$ cat src/rtl/bus_slave_router_if.sv
// Core-side request/response bus of the slave router.
interface bus_slave_router_if;
    logic        m_req;
    logic        m_we;
    logic [31:0] m_addr;
    logic [31:0] m_wdata;
    logic [3:0]  m_wstrb;
    logic        m_ready;
    logic [31:0] m_rdata;
    logic        m_err;

    // Core side: issues requests, receives completions.
    modport master (
        output m_req, m_we, m_addr, m_wdata, m_wstrb,
        input  m_ready, m_rdata, m_err
    );

    // Router side: accepts requests, returns completions.
    modport slave (
        input  m_req, m_we, m_addr, m_wdata, m_wstrb,
        output m_ready, m_rdata, m_err
    );
endinterface

$ cat src/rtl/bus_slave_router.sv
// Single-master to three-slave router: memory (0x0), GPIO (0x4), I2C (0x5).
// Unmapped addresses and hung slaves complete with an error response.
module bus_slave_router #(
    parameter int unsigned TIMEOUT_CYCLES = 255,
    parameter logic [31:0] ERR_RDATA      = 32'h0000_0000
) (
    input  logic                      clk,
    input  logic                      rst_n,
    bus_slave_router_if.slave         m_bus,
    output logic                      busy,
    output logic [31:0]               s_addr,
    output logic [31:0]               s_wdata,
    output logic                      s_we,
    output logic [3:0]                s_wstrb,
    output logic                      s0_req,
    output logic                      s1_req,
    output logic                      s2_req,
    input  logic                      s0_ready,
    input  logic                      s1_ready,
    input  logic                      s2_ready,
    input  logic [31:0]               s0_rdata,
    input  logic [31:0]               s1_rdata,
    input  logic [31:0]               s2_rdata
);

    localparam int unsigned CW = (TIMEOUT_CYCLES > 1) ? $clog2(TIMEOUT_CYCLES) : 1;
    localparam logic [CW-1:0] CNT_LAST = CW'(TIMEOUT_CYCLES - 1);

    typedef enum logic [1:0] {
        IDLE,
        ACCESS,
        RESP
    } state_t;

    state_t        state;
    state_t        state_nxt;
    logic [2:0]    sel_q;
    logic [2:0]    sel_dec;
    logic [CW-1:0] cnt_q;
    logic [31:0]   rdata_q;
    logic          err_q;
    logic          sel_ready;
    logic [31:0]   sel_rdata;
    logic          timeout;

    // Address map decode and selected-slave response mux.
    always_comb begin
        sel_dec = '0;
        case (m_bus.m_addr[31:28])
            4'h0:    sel_dec = 3'b001;
            4'h4:    sel_dec = 3'b010;
            4'h5:    sel_dec = 3'b100;
            default: sel_dec = '0;
        endcase
        sel_ready = |(sel_q & {s2_ready, s1_ready, s0_ready});
        sel_rdata = ({32{sel_q[0]}} & s0_rdata)
                  | ({32{sel_q[1]}} & s1_rdata)
                  | ({32{sel_q[2]}} & s2_rdata);
        timeout   = (cnt_q == CNT_LAST);
    end

    // State register.
    always_ff @(posedge clk) begin
        if (!rst_n) begin
            state <= IDLE;
        end else begin
            state <= state_nxt;
        end
    end

    // Next-state logic; a ready in the last timeout cycle still wins.
    always_comb begin
        state_nxt = state;
        case (state)
            IDLE: begin
                if (m_bus.m_req) begin
                    state_nxt = (sel_dec != '0) ? ACCESS : RESP;
                end
            end
            ACCESS: begin
                if (sel_ready || timeout) begin
                    state_nxt = RESP;
                end
            end
            RESP:    state_nxt = IDLE;
            default: state_nxt = IDLE;
        endcase
    end

    // Request capture, timeout counter and completion data registers.
    always_ff @(posedge clk) begin
        if (!rst_n) begin
            s_addr  <= '0;
            s_wdata <= '0;
            s_we    <= 1'b0;
            s_wstrb <= '0;
            sel_q   <= '0;
            cnt_q   <= '0;
            rdata_q <= '0;
            err_q   <= 1'b0;
        end else begin
            case (state)
                IDLE: begin
                    if (m_bus.m_req) begin
                        s_addr  <= m_bus.m_addr;
                        s_wdata <= m_bus.m_wdata;
                        s_we    <= m_bus.m_we;
                        s_wstrb <= m_bus.m_wstrb;
                        sel_q   <= sel_dec;
                        cnt_q   <= '0;
                        rdata_q <= ERR_RDATA;
                        err_q   <= (sel_dec == '0);
                    end
                end
                ACCESS: begin
                    if (sel_ready) begin
                        rdata_q <= s_we ? '0 : sel_rdata;
                        err_q   <= 1'b0;
                    end else if (timeout) begin
                        rdata_q <= ERR_RDATA;
                        err_q   <= 1'b1;
                    end else begin
                        cnt_q   <= cnt_q + CW'(1);
                    end
                end
                default: begin
                end
            endcase
        end
    end

    // Outputs decoded from state; completion fields are zero outside RESP.
    always_comb begin
        m_bus.m_ready = (state == RESP);
        m_bus.m_rdata = (state == RESP) ? rdata_q : '0;
        m_bus.m_err   = (state == RESP) ? err_q : 1'b0;
        busy          = (state != IDLE);
        s0_req        = (state == ACCESS) && sel_q[0];
        s1_req        = (state == ACCESS) && sel_q[1];
        s2_req        = (state == ACCESS) && sel_q[2];
    end

endmodule

$ cat src/flat_wrapper.sv
// flat-port wrapper written by rule: the top's interface ports become plain ports
module bus_slave_router_flat 
#(
    parameter int unsigned TIMEOUT_CYCLES = 255,
    parameter logic [31:0] ERR_RDATA      = 32'h0000_0000
)
  (clk, rst_n, busy, s_addr, s_wdata, s_we, s_wstrb, s0_req, s1_req, s2_req, s0_ready, s1_ready, s2_ready, s0_rdata, s1_rdata, s2_rdata, m_bus_m_req, m_bus_m_we, m_bus_m_addr, m_bus_m_wdata, m_bus_m_wstrb, m_bus_m_ready, m_bus_m_rdata, m_bus_m_err);
  bus_slave_router_if m_bus_i ();
  input  logic clk;
  input  logic rst_n;
  output logic busy;
  output logic [31:0] s_addr;
  output logic [31:0] s_wdata;
  output logic s_we;
  output logic [3:0] s_wstrb;
  output logic s0_req;
  output logic s1_req;
  output logic s2_req;
  input  logic s0_ready;
  input  logic s1_ready;
  input  logic s2_ready;
  input  logic [31:0] s0_rdata;
  input  logic [31:0] s1_rdata;
  input  logic [31:0] s2_rdata;
  input wire logic [$bits(m_bus_i.m_req)-1:0] m_bus_m_req;
  input wire logic [$bits(m_bus_i.m_we)-1:0] m_bus_m_we;
  input wire logic [$bits(m_bus_i.m_addr)-1:0] m_bus_m_addr;
  input wire logic [$bits(m_bus_i.m_wdata)-1:0] m_bus_m_wdata;
  input wire logic [$bits(m_bus_i.m_wstrb)-1:0] m_bus_m_wstrb;
  output wire logic [$bits(m_bus_i.m_ready)-1:0] m_bus_m_ready;
  output wire logic [$bits(m_bus_i.m_rdata)-1:0] m_bus_m_rdata;
  output wire logic [$bits(m_bus_i.m_err)-1:0] m_bus_m_err;
  assign m_bus_i.m_req = m_bus_m_req;
  assign m_bus_i.m_we = m_bus_m_we;
  assign m_bus_i.m_addr = m_bus_m_addr;
  assign m_bus_i.m_wdata = m_bus_m_wdata;
  assign m_bus_i.m_wstrb = m_bus_m_wstrb;
  assign m_bus_m_ready = m_bus_i.m_ready;
  assign m_bus_m_rdata = m_bus_i.m_rdata;
  assign m_bus_m_err = m_bus_i.m_err;
  bus_slave_router #(.TIMEOUT_CYCLES(TIMEOUT_CYCLES), .ERR_RDATA(ERR_RDATA)) u_core (.clk(clk), .rst_n(rst_n), .m_bus(m_bus_i), .busy(busy), .s_addr(s_addr), .s_wdata(s_wdata), .s_we(s_we), .s_wstrb(s_wstrb), .s0_req(s0_req), .s1_req(s1_req), .s2_req(s2_req), .s0_ready(s0_ready), .s1_ready(s1_ready), .s2_ready(s2_ready), .s0_rdata(s0_rdata), .s1_rdata(s1_rdata), .s2_rdata(s2_rdata));
endmodule
$ cat config.mk
export PLATFORM = sky130hd
export DESIGN_NAME = bus_slave_router_flat
export DESIGN_NICKNAME = d
export VERILOG_FILES = /design/src/rtl/bus_slave_router_if.sv /design/src/rtl/bus_slave_router.sv /design/src/flat_wrapper.sv
export SDC_FILE = /design/constraint.sdc
export NUM_CORES = 1
export LEC_CHECK = 0
export CORE_ASPECT_RATIO = 1.5
export CORE_MARGIN = 5
export CORE_UTILIZATION = 34
export CTS_BUF_LIST = sky130_fd_sc_hd__clkbuf_16
export CTS_CLUSTER_SIZE = 12
export DETAILED_ROUTE_END_ITERATION = 10
export GPL_TIMING_DRIVEN = 0
export PLACE_DENSITY = 0.71
export SLEW_MARGIN = 20
export SYNTH_ARGS = -nofsm -noshare
export SYNTH_HDL_FRONTEND = slang
export SYNTH_SLANG_ARGS = --single-unit
$ cat constraint.sdc
create_clock -name clk -period 5.8 [get_ports clk]
set_input_delay 1.16 -clock clk [delete_from_list [all_inputs] [get_ports clk]]
set_output_delay 1.16 -clock clk [all_outputs]
set_load 0.005 [all_outputs]
==> results.tsv <==
stage	metric	value	unit
run_status	status	finished clean	
power_and_ir_drop	power	2.14	mW
placement	post-place-cells	1017	
global_routing	grt_pass1_wl	29.1	mm
timing	hold_viol_final	0	
drt	drt_wl_total	18.8	mm
drt	drtIter0Drc	381	
power_and_ir_drop	power_leakage	2.91	nW
clock_network	postCtsHoldBufs	0	
placement	dp_hpwl	15.0	mm
floorplanning	ios	278	
timing	setup_viol	0	
setup_path	timing.rr.start	u_core.cnt_q[1]	
setup_path	critPathLaunchType	flop	
yosys	ys_ff_latch	115	
cells_and_area	n_antenna_cell	0	
clock_network	cts-root-buf	clkbuf_16	
timing	tightest_slew	0.973	ns
hold_path	hold_class	reg -> reg	
setup_path	cp_max_fo	10	
cells_and_area	finish.net_count	1047	
clock_network	ctsResizeCount	0	
clock_network	clk_pin_slew	0.05	ns
timing	setup_slack	2.24	ns
drt	firstDrtPassIters	6	
cells_and_area	syn_to_final_growth	74.7	%
placement	io_buffers	276	
placement	pre_cts_slack	2.09	ns
setup_path	startpoint	u_core.state[0]	
yosys	synth_cells	579	
yosys	synthDistinctLibCells	36	
clock_network	postCtsSetupBuffers	0	
yosys	ys_seq_area_share	48.9	%
drt	via_per_inst	5.27	
yosys	yosysWarningCount	0	
cells_and_area	fillers	1196	
global_routing	track_usage	22.4	%
setup_path	crit_arrival	2.40	ns
cells_and_area	post-route-util	60.7	%
clock_network	worstSkewPairLatency	0.40	ns
global_routing	grt_pass1_vias	5607	
cells_and_area	seq_area	2300	sq um
yosys	yosys.area.top_type	dfxtp_1	
yosys	synth_top_area_share	48.9	%
yosys	syn_area	4700	sq um
cells_and_area	finalNonFillerCells	1048	
yosys	synth_edf_count	0	
clock_network	cts_tree	yes	
power_and_ir_drop	vdd_ir_drop_max	0.203	mV
timing	fin_tns_setup	0	ns
cells_and_area	multi_input_area	2190	sq um
yosys	ys_top_cells_by_count	178 x nand2_1, 115 x dfxtp_1, 74 x a21oi_1	
drt	vias	5523	
run	drv_cap	0	
timing	slew_viol_final	0	
yosys	ys_top_cells_by_area	dfxtp_1 49%, nand2_1 14%, a21oi_1 7.9%	
cells_and_area	drive_gt1_share	3.72	%
yosys	syn_nets	752	
setup_path	cp.required	4.64	ns
placement	gp_congestion	0.884	
setup_path	worstSetupPathType	reg -> out	
floorplanning	core_area	13500	sq um
global_routing	gr-total-overflow	0	
global_routing	antenna_found_initial	0	
timing	min_period	3.56	ns
placement	post_dp_cell_area	7670	sq um
hold_path	worstHoldStart	u_core.s_wdata[2]	
global_routing	grt_max_degree	17	
clock_network	cts_made_buffers	17	
clock_network	cts_num_sinks	115	
yosys	syn_area_per_cell	8.12	sq um
floorplanning	fp.dieH	154	um
clock_network	htreeDepth	4	
timing	timing.fmax	281	MHz
timing	fin_crit_sh	61.4	%
clock_network	clockBufferDepth	2	
floorplanning	num_rows	52	
timing	fin_skew	0.00838	ns
floorplanning	dieArea	16300	sq um
drt	route.detailed.drc	0	
floorplanning	start_util	34.8	%
timing	rsz0062_at_grt	no	
cells_and_area	final_area	8220	sq um
yosys	ys.flop_type	dfxtp_1	
yosys	ys_async_sr_fraction	0	%
yosys	synth_most_common_cell	nand2_1	
setup_path	cp-end-kind	output port	
power_and_ir_drop	p_per_area	260	nW/um^2
drt	ant_nets	0	
timing	slew_headroom	35.1	%
drt	wl_per_cell	18.0	um
floorplanning	die-width	106	um
timing	whs	0.452	ns
==> flip-flops by register name, indices dropped and copies added (netlist names) <==
register / count
u_core.s_wdata: 32
u_core.sel_q: 3
u_core.state: 2
u_core.s_we: 1
u_core.rdata_q: 32
u_core.cnt_q: 8
u_core.err_q: 1
u_core.s_wstrb: 4
u_core.s_addr: 32
==> path summary, 6_finish.rpt <==
kind / cells after the start / endpoint / slack, ns
worst max-delay path: 5 / m_bus_m_rdata[2] / 2.24
worst min-delay path: 2 / u_core.s_wdata[2] / 0.45
worst max register to register: 6 / u_core.rdata_q[9] / 3.30
worst min register to register: 2 / u_core.s_wdata[2] / 0.45
==> critical path, stage by stage (launching register included) <==
cell and delay, ns:
dfxtp_1 0.29, clkbuf_1 0.17, nor2b_1 0.42, clkbuf_1 0.36
and2_1 0.24, clkdlybuf4s50_1 0.51
==> area by class of cell <==
cell class	count	share of cell area, %
inverters	2	0.0914
plain buffers	52	2.53
repair buffers	276	33.6
flip-flops and latches	115	28.0
well taps	162	2.47
clock inverters	14	1.49
multi-input cells	410	26.6
clock buffers	17	5.18
==> cells by family (layout without fill, tap and decap cells) <==
family / Yosys count / count (layout) / share of synthesized area, %
buf+inv: 54 / 361 / 4.58
compound gates: 159 / 159 / 22.4
fa+ha+maj: 2 / 2 / 0.532
simple gates: 248 / 248 / 23.3
mux: 1 / 1 / 0.213
flops: 115 / 115 / 48.9
==> report_power, final <==
group / switching, mW / internal [mW] / leakage (nW) / total, mW
combinational: 0.135 / 0.192 / 1.71 / 0.327
clock: 0.350 / 0.616 / 0.259 / 0.966
sequential: 0.0186 / 0.825 / 0.938 / 0.844
total: 0.503 / 1.63 / 2.91 / 2.14
==> cells in the final DEF (no fill, tap or decap), types with 3 or more instances in the layout <==
cell type / synthesis / layout
clkdlybuf4s50_1: 0 / 276
nand2_1: 178 / 178
dfxtp_1: 115 / 115
a21oi_1: 74 / 74
clkbuf_1: 46 / 46
and2_1: 37 / 37
a222oi_1: 33 / 33
o22ai_1: 33 / 33
clkbuf_16: 0 / 17
clkinv_1: 1 / 6
or4_1: 6 / 6
nand3_1: 5 / 5
nor2_1: 5 / 5
buf_2: 4 / 4
nand4_1: 4 / 4
o31ai_1: 4 / 4
a21boi_1: 4 / 4
clkinvlp_4: 0 / 4
nand2b_1: 3 / 3
==> routing by layer <==
layer | global-route usage (%) | vias to the layer above | share of wire (%)
li1 | - | 2643 | -
met1 | 21.4 | 2580 | 35
met2 | 42.0 | 261 | 52
met3 | 8.98 | 39 | 9.2
met4 | 9.32 | 0 | 3.1
met5 | 0 | - | 0
Power figures use the tool's default switching activity.
